`src/rtl/fifo_af_pkg.sv`:
```
`default_nettype none
// ============================================================================
//  Module      : fifo_af_pkg
//  Description : Shared defaults and address-width derivation for fifo_af.
//  Revision    : 1.0 - initial release
// ============================================================================
package fifo_af_pkg;

    localparam int DATA_W_DEFAULT = 6;
    localparam int DEPTH_DEFAULT  = 8;

    // Pointer width for a power-of-two depth; a depth of 1 still needs one bit.
    function automatic int addr_w(input int depth);
        return (depth > 1) ? $clog2(depth) : 1;
    endfunction

    localparam int ADDR_W_DEFAULT = addr_w(DEPTH_DEFAULT);

endpackage
`default_nettype wire

```
`src/rtl/fifo_af_if.sv`:
```
`default_nettype none
// ============================================================================
//  Module      : fifo_af_if
//  Description : Arbiter-to-FIFO handshake, thresholds and status bundle.
//  Revision    : 1.0 - initial release
// ============================================================================
interface fifo_af_if
    import fifo_af_pkg::*;
#(
    parameter int DATA_W = DATA_W_DEFAULT,
    parameter int DEPTH  = DEPTH_DEFAULT
);
    localparam int ADDR_W = addr_w(DEPTH);

    logic              push;
    logic [DATA_W-1:0] data_in;
    logic              pop;
    logic [ADDR_W:0]   umbral_af;
    logic [ADDR_W:0]   umbral_ae;
    logic [DATA_W-1:0] data_out;
    logic              valid_out;
    logic              empty;
    logic              full;
    logic              almost_full;
    logic              almost_empty;
    logic              error;

    // Arbiter side: issues requests and thresholds, observes status.
    modport master (
        output push, data_in, pop, umbral_af, umbral_ae,
        input  data_out, valid_out, empty, full, almost_full, almost_empty, error
    );

    // FIFO side.
    modport slave (
        input  push, data_in, pop, umbral_af, umbral_ae,
        output data_out, valid_out, empty, full, almost_full, almost_empty, error
    );

endinterface
`default_nettype wire

```
`src/rtl/fifo_af_memoria_fifo.sv`:
```
`default_nettype none
// ============================================================================
//  Module      : memoria_fifo
//  Description : FIFO storage, one synchronous write port and one registered
//                synchronous read port. Array contents are never reset; only
//                the read register is.
//  Revision    : 1.0 - initial release
// ============================================================================
module memoria_fifo
    import fifo_af_pkg::*;
#(
    parameter int DATA_W = DATA_W_DEFAULT,
    parameter int DEPTH  = DEPTH_DEFAULT,
    parameter int ADDR_W = addr_w(DEPTH)
) (
    input  wire logic              clk,
    input  wire logic              reset_L,
    input  wire logic              i_wr_en,
    input  wire logic [ADDR_W-1:0] i_wr_addr,
    input  wire logic [DATA_W-1:0] i_wr_data,
    input  wire logic              i_rd_en,
    input  wire logic [ADDR_W-1:0] i_rd_addr,
    output logic      [DATA_W-1:0] o_rd_data
);

    logic [DATA_W-1:0] r_mem [DEPTH];
    logic [DATA_W-1:0] r_rd_data;

    // Write port: storage carries no reset so it maps onto plain RAM.
    always_ff @(posedge clk) begin
        if (i_wr_en) begin
            r_mem[i_wr_addr] <= i_wr_data;
        end
    end

    // Read port: a same-address write in the same cycle returns the old word.
    always_ff @(posedge clk or negedge reset_L) begin
        if (!reset_L) begin
            r_rd_data <= '0;
        end else if (i_rd_en) begin
            r_rd_data <= r_mem[i_rd_addr];
        end
    end

    assign o_rd_data = r_rd_data;

endmodule
`default_nettype wire

```
`src/rtl/fifo_af.sv`:
```
`default_nettype none
// ============================================================================
//  Module      : fifo_af
//  Description : Synchronous FIFO with programmable almost-full/almost-empty
//                thresholds, registered read data and sticky error flag.
//  Revision    : 1.0 - initial release
// ============================================================================
module fifo_af
    import fifo_af_pkg::*;
#(
    parameter int DATA_W = DATA_W_DEFAULT,
    parameter int DEPTH  = DEPTH_DEFAULT
) (
    input  wire logic clk,
    input  wire logic reset_L,
    fifo_af_if.slave  bus
);

    localparam int                ADDR_W       = addr_w(DEPTH);
    localparam logic [ADDR_W:0]   c_full_count = (ADDR_W+1)'(DEPTH);
    localparam logic [ADDR_W:0]   c_cnt_one    = (ADDR_W+1)'(1);
    localparam logic [ADDR_W-1:0] c_ptr_one    = ADDR_W'(1);

    logic [ADDR_W-1:0] r_wr_ptr;
    logic [ADDR_W-1:0] r_rd_ptr;
    logic [ADDR_W:0]   r_count;
    logic              r_valid;
    logic              r_error;

    logic              w_empty;
    logic              w_full;
    logic              w_pop_acc;
    logic              w_push_acc;
    logic              w_err_evt;
    logic [DATA_W-1:0] w_rd_data;

    // Status decodes of the registered count. Pop acceptance looks only at
    // the registered empty flag, so a word pushed this cycle cannot fall
    // through; push into a full FIFO is allowed only alongside a real pop.
    always_comb begin
        w_empty    = (r_count == '0);
        w_full     = (r_count == c_full_count);
        w_pop_acc  = bus.pop && !w_empty;
        w_push_acc = bus.push && (!w_full || w_pop_acc);
        w_err_evt  = (bus.push && w_full && !w_pop_acc) || (bus.pop && w_empty);
    end

    // Pointers and occupancy; simultaneous push and pop leave count unchanged.
    always_ff @(posedge clk or negedge reset_L) begin
        if (!reset_L) begin
            r_wr_ptr <= '0;
            r_rd_ptr <= '0;
            r_count  <= '0;
        end else begin
            if (w_push_acc) begin
                r_wr_ptr <= r_wr_ptr + c_ptr_one;
            end
            if (w_pop_acc) begin
                r_rd_ptr <= r_rd_ptr + c_ptr_one;
            end
            case ({w_push_acc, w_pop_acc})
                2'b10:   r_count <= r_count + c_cnt_one;
                2'b01:   r_count <= r_count - c_cnt_one;
                default: r_count <= r_count;
            endcase
        end
    end

    // One-cycle valid strobe following each accepted pop, plus sticky error.
    always_ff @(posedge clk or negedge reset_L) begin
        if (!reset_L) begin
            r_valid <= 1'b0;
            r_error <= 1'b0;
        end else begin
            r_valid <= w_pop_acc;
            if (w_err_evt) begin
                r_error <= 1'b1;
            end
        end
    end

    memoria_fifo #(
        .DATA_W (DATA_W),
        .DEPTH  (DEPTH),
        .ADDR_W (ADDR_W)
    ) u_mem (
        .clk       (clk),
        .reset_L   (reset_L),
        .i_wr_en   (w_push_acc),
        .i_wr_addr (r_wr_ptr),
        .i_wr_data (bus.data_in),
        .i_rd_en   (w_pop_acc),
        .i_rd_addr (r_rd_ptr),
        .o_rd_data (w_rd_data)
    );

    assign bus.data_out     = w_rd_data;
    assign bus.valid_out    = r_valid;
    assign bus.empty        = w_empty;
    assign bus.full         = w_full;
    assign bus.almost_full  = (r_count >= bus.umbral_af);
    assign bus.almost_empty = (r_count <= bus.umbral_ae);
    assign bus.error        = r_error;

endmodule
`default_nettype wire

```
`src/flat_wrapper.sv`:
```
// flat-port wrapper written by rule: the top's interface ports become plain ports
module fifo_af_flat import fifo_af_pkg::*;
#(
    parameter int DATA_W = DATA_W_DEFAULT,
    parameter int DEPTH  = DEPTH_DEFAULT
)
  (clk, reset_L, bus_push, bus_data_in, bus_pop, bus_umbral_af, bus_umbral_ae, bus_data_out, bus_valid_out, bus_empty, bus_full, bus_almost_full, bus_almost_empty, bus_error);
  fifo_af_if #(.DATA_W(DATA_W), .DEPTH(DEPTH)) bus_i ();
  input  wire logic clk;
  input  wire logic reset_L;
  input wire logic [$bits(bus_i.push)-1:0] bus_push;
  input wire logic [$bits(bus_i.data_in)-1:0] bus_data_in;
  input wire logic [$bits(bus_i.pop)-1:0] bus_pop;
  input wire logic [$bits(bus_i.umbral_af)-1:0] bus_umbral_af;
  input wire logic [$bits(bus_i.umbral_ae)-1:0] bus_umbral_ae;
  output wire logic [$bits(bus_i.data_out)-1:0] bus_data_out;
  output wire logic [$bits(bus_i.valid_out)-1:0] bus_valid_out;
  output wire logic [$bits(bus_i.empty)-1:0] bus_empty;
  output wire logic [$bits(bus_i.full)-1:0] bus_full;
  output wire logic [$bits(bus_i.almost_full)-1:0] bus_almost_full;
  output wire logic [$bits(bus_i.almost_empty)-1:0] bus_almost_empty;
  output wire logic [$bits(bus_i.error)-1:0] bus_error;
  assign bus_i.push = bus_push;
  assign bus_i.data_in = bus_data_in;
  assign bus_i.pop = bus_pop;
  assign bus_i.umbral_af = bus_umbral_af;
  assign bus_i.umbral_ae = bus_umbral_ae;
  assign bus_data_out = bus_i.data_out;
  assign bus_valid_out = bus_i.valid_out;
  assign bus_empty = bus_i.empty;
  assign bus_full = bus_i.full;
  assign bus_almost_full = bus_i.almost_full;
  assign bus_almost_empty = bus_i.almost_empty;
  assign bus_error = bus_i.error;
  fifo_af #(.DATA_W(DATA_W), .DEPTH(DEPTH)) u_core (.clk(clk), .reset_L(reset_L), .bus(bus_i));
endmodule
```
`config.mk`:
```
export PLATFORM = sky130hd
export DESIGN_NAME = fifo_af_flat
export DESIGN_NICKNAME = d
export VERILOG_FILES = /design/src/rtl/fifo_af_pkg.sv /design/src/rtl/fifo_af_if.sv /design/src/rtl/fifo_af_memoria_fifo.sv /design/src/rtl/fifo_af.sv /design/src/flat_wrapper.sv
export SDC_FILE = /design/constraint.sdc
export NUM_CORES = 1
export LEC_CHECK = 0
export CORE_ASPECT_RATIO = 1.75
export CORE_MARGIN = 2
export CORE_UTILIZATION = 41
export CTS_CLUSTER_DIAMETER = 40
export DETAILED_ROUTE_END_ITERATION = 10
export GPL_ROUTABILITY_DRIVEN = 1
export PLACE_DENSITY_LB_ADDON = 0.05
export SLEW_MARGIN = 40
export SYNTH_ARGS = -nofsm -noshare
export SYNTH_HDL_FRONTEND = slang
export SYNTH_HIERARCHICAL = 1
export SYNTH_SLANG_ARGS = --single-unit
```
`constraint.sdc`:
```
create_clock -name clk -period 2.6 [get_ports clk]
set_input_delay 0.52 -clock clk [delete_from_list [all_inputs] [get_ports clk]]
set_output_delay 0.52 -clock clk [all_outputs]
set_load 0.02 [all_outputs]
```
==> impl_metrics.toml <==
[placement]
hpwl_mm = 4.30
dp_cells = 343
finalWeightedCongestion = 0.729
placed_area_um2 = 3450
place_ws_ps = -177
io_buffers = 29

[drt]
routed_wl_mm = 6.05
drc = 0
routedWlPerCell_um = 16.9
drt_iter0_drc = 104
firstDrtPassIters = 4
via_per_inst = 5.03
vias = 1807
ant_nets = 0

[hold_path]
hold_depth = 1
hold_end = "u_core/bus.error"
hold_path_class = "register to register"
min_from = "u_core/bus.error"

[yosys]
ys_types = 37
synth_edf_count = 48
synth_seq_cells = 66
ys_top_cells_by_count = "48 x edfxtp_1, 18 x dfrtp_1, 17 x nand2_1, 14 x inv_1, 14 x mux2i_1"
synthTopCellsByArea = "edfxtp_1 49%, dfrtp_1 15%, mux2_2 4.9%"
seq_area_frac_synth_pct = 63.7
ys_warn_count = 6
synthArstFlopShare_pct = 27.3
synth.top_cell.area_share_pct = 48.5
synth_top_area_cell = "edfxtp_1"
post-synth-top-count-cell = "edfxtp_1"
synthCells = 213
synth.net_count = 242
syn_area_um2 = 2970
synth_area_per_cell_um2 = 13.9
synth_ff_type = "edfxtp_1"

[setup_path]
crit_fanout = 3
rr_worst_depth = 7
cp_num_buf_inv = 3
timing.rr.end = "u_core/u_mem/r_mem[0][4]"
reg2reg_from = "u_core/r_count[1]"
critPathTopFamily = "buffers and inverters"
critical_path_class = "input port to output port"
r2r_slack_ps = 570
crit_required_ps = 2080
endpoint_kind = "output port"
arrival_ps = 1940
max_stage_delay_ps = 450
crit_slowest_cell = "clkdlybuf4s50_1"
worstSetupStartpointType = "input port"
crit_path_cell_trace = "clkdlybuf4s50_1 -> inv_1 -> ha_1 -> a21oi_1 -> o21ai_0 -> nand2_1 -> dlygate4sd2_1"

[clocking]
cts_root_buf = "clkbuf_16"
htreeDepth = 3
cts_tree = "done"
clk_latency_ps = 320
cts-buffers-inserted = 9
clock_sinks = 66
clock_path_buffers = 2
postCtsSetupRepairBufs = 0
path_clk_slew_ps = 50

[layout]
final_nets = 297
final_cells = 359
num_antenna_cells = 0
fill_cells = 648
layout-drive-gt1-share_pct = 18.7
final_cell_area_um2 = 3700
syn_to_final_growth_pct = 24.5

[floorplanning]
die_w_um = 68.3
core_region_area_um2 = 7130
die_h_um = 117
start_util_pct = 41.7
placementRows = 41
die-area_um2 = 7970
pin_count = 30

[global_routing]
grt_max_degree = 27
antenna_found_initial = 0
grt_overflow = 0
grt_use_total_pct = 17.4
grt_pass1_vias = 1812
grt_pass1_wl_mm = 9.32

[pwr]
total_power_w = 0.00398
powerDensity_nw_per_um2 = 1080
power.leakage_nw = 1.48
ir_drop_mv = 0.522

[sta]
tightest_slew_ps = 688
fin_crit_ps = 2460
max_clock_freq_ghz = 0.407
hold_viol_final = 0
maxSlewHeadroom_pct = 54.0
finalCritPeriodShare_pct = 94.5
skew_ps = 5.10
rsz0062_at_grt = "false"
maxSlewViolCount = 0
setup_violations = 0
fin_ws_ps = 144

[status]
outcome = "completed"

[job]
maxCapViolations = 0
-- state kept, by name (all words and copies together) (netlist names) --
| register | count |
|---|---|
| u_core/r_rd_ptr | 3 |
| u_core/u_mem/r_mem | 48 |
| u_core/bus.valid_out | 1 |
| u_core/r_count | 4 |
| u_core/r_wr_ptr | 3 |
| u_core/u_mem/o_rd_data | 6 |
| u_core/bus.error | 1 |
-- worst max-delay path by stage --
stage                           start                 to  slack, ps  cells after the start
finish               bus_umbral_ae[3]   bus_almost_empty        140                      7
global route        u_core/r_count[1]           bus_full         60                      4
CTS                  bus_umbral_af[1]    bus_almost_full         90                      7
detailed placement   bus_umbral_af[1]    bus_almost_full       -180                      7
global placement     bus_umbral_af[1]    bus_almost_full       -150                      7
floorplan           u_core/r_count[1]  u_core/r_count[2]        560                      9
-- power breakdown --
part | switching [W] | total, W | leakage (nW) | internal (W)
clock | 0.000389 | 0.00101 | 0.124 | 0.000624
sequential | 0.000143 | 0.00152 | 0.648 | 0.00138
combinational | 0.000770 | 0.00144 | 0.705 | 0.000673
-- final cells by class --
cell class                      instances  area (um2)  share of cell area [%]
Tap cell                               86         108                    2.91
Clock inverter                          6        23.8                   0.643
Inverter                               15        57.6                    1.56
Multi-Input combinational cell        127         955                    25.8
Clock buffer                           10         229                    6.19
Sequential cell                        66        1890                    51.2
Timing Repair Buffer                   49         433                    11.7
-- worst reg2reg max path: cells and delay by family, from the launching register on --
family          cells  cell delay, ps
flops               1             420
buf+inv             3             540
compound gates      1             270
simple gates        3             510
-- kinds of logic (layout without fill, tap and decap cells) --
group | count (synthesis) | count (layout) | share of synthesized area [%]
AO/OA/AOI/OAI | 35 | 35 | 8.30
adder cells (fa/ha/maj) | 11 | 11 | 4.63
multiplexers | 28 | 28 | 10.0
AND/OR/NAND/NOR | 47 | 47 | 7.41
XOR/XNOR | 6 | 6 | 1.77
flip-flops | 66 | 66 | 63.7
buffers and inverters | 20 | 80 | 4.17
-- per-stage QoR --
step,hold WS (ps),utilization (%),setup TNS [ps]
2_1_floorplan,224,-,0
3_3_place_gp,451,48.4,-273
3_5_place_dp,466,48.4,-308
4_1_cts,483,51.9,0
5_1_grt,505,51.9,0
6_report,472,51.9,0
-- repair_timing --
item / 4_1_cts / 5_1_grt
endpoints found under the setup margin: 3 / 1
hold buffers: 0 / 0
pin swaps: 0 / 0
gates resized for setup: 4 / 2
-- per-layer routing --
| layer | GRT usage, % | vias up | wire length, um |
|---|---|---|---|
| met1 | 17.4 | 860 | 2220 |
| met4 | 7.20 | 0 | 112 |
| met5 | 0 | - | 0 |
| met2 | 32.2 | 42 | 3460 |
| met3 | 4.91 | 10 | 257 |
| li1 | - | 895 | - |
-- layout by cell type (no fill, tap or decap), types with 11 or more instances in the layout --
cell	synthesis	routed
edfxtp_1	48	48
clkdlybuf4s50_1	0	26
buf_4	0	20
nand2_1	17	17
dfrtp_1	18	17
inv_1	14	14
mux2i_1	14	14
mux2_2	13	13
nor2_1	11	11
ha_1	11	11
(Power assumes the default switching activity.)
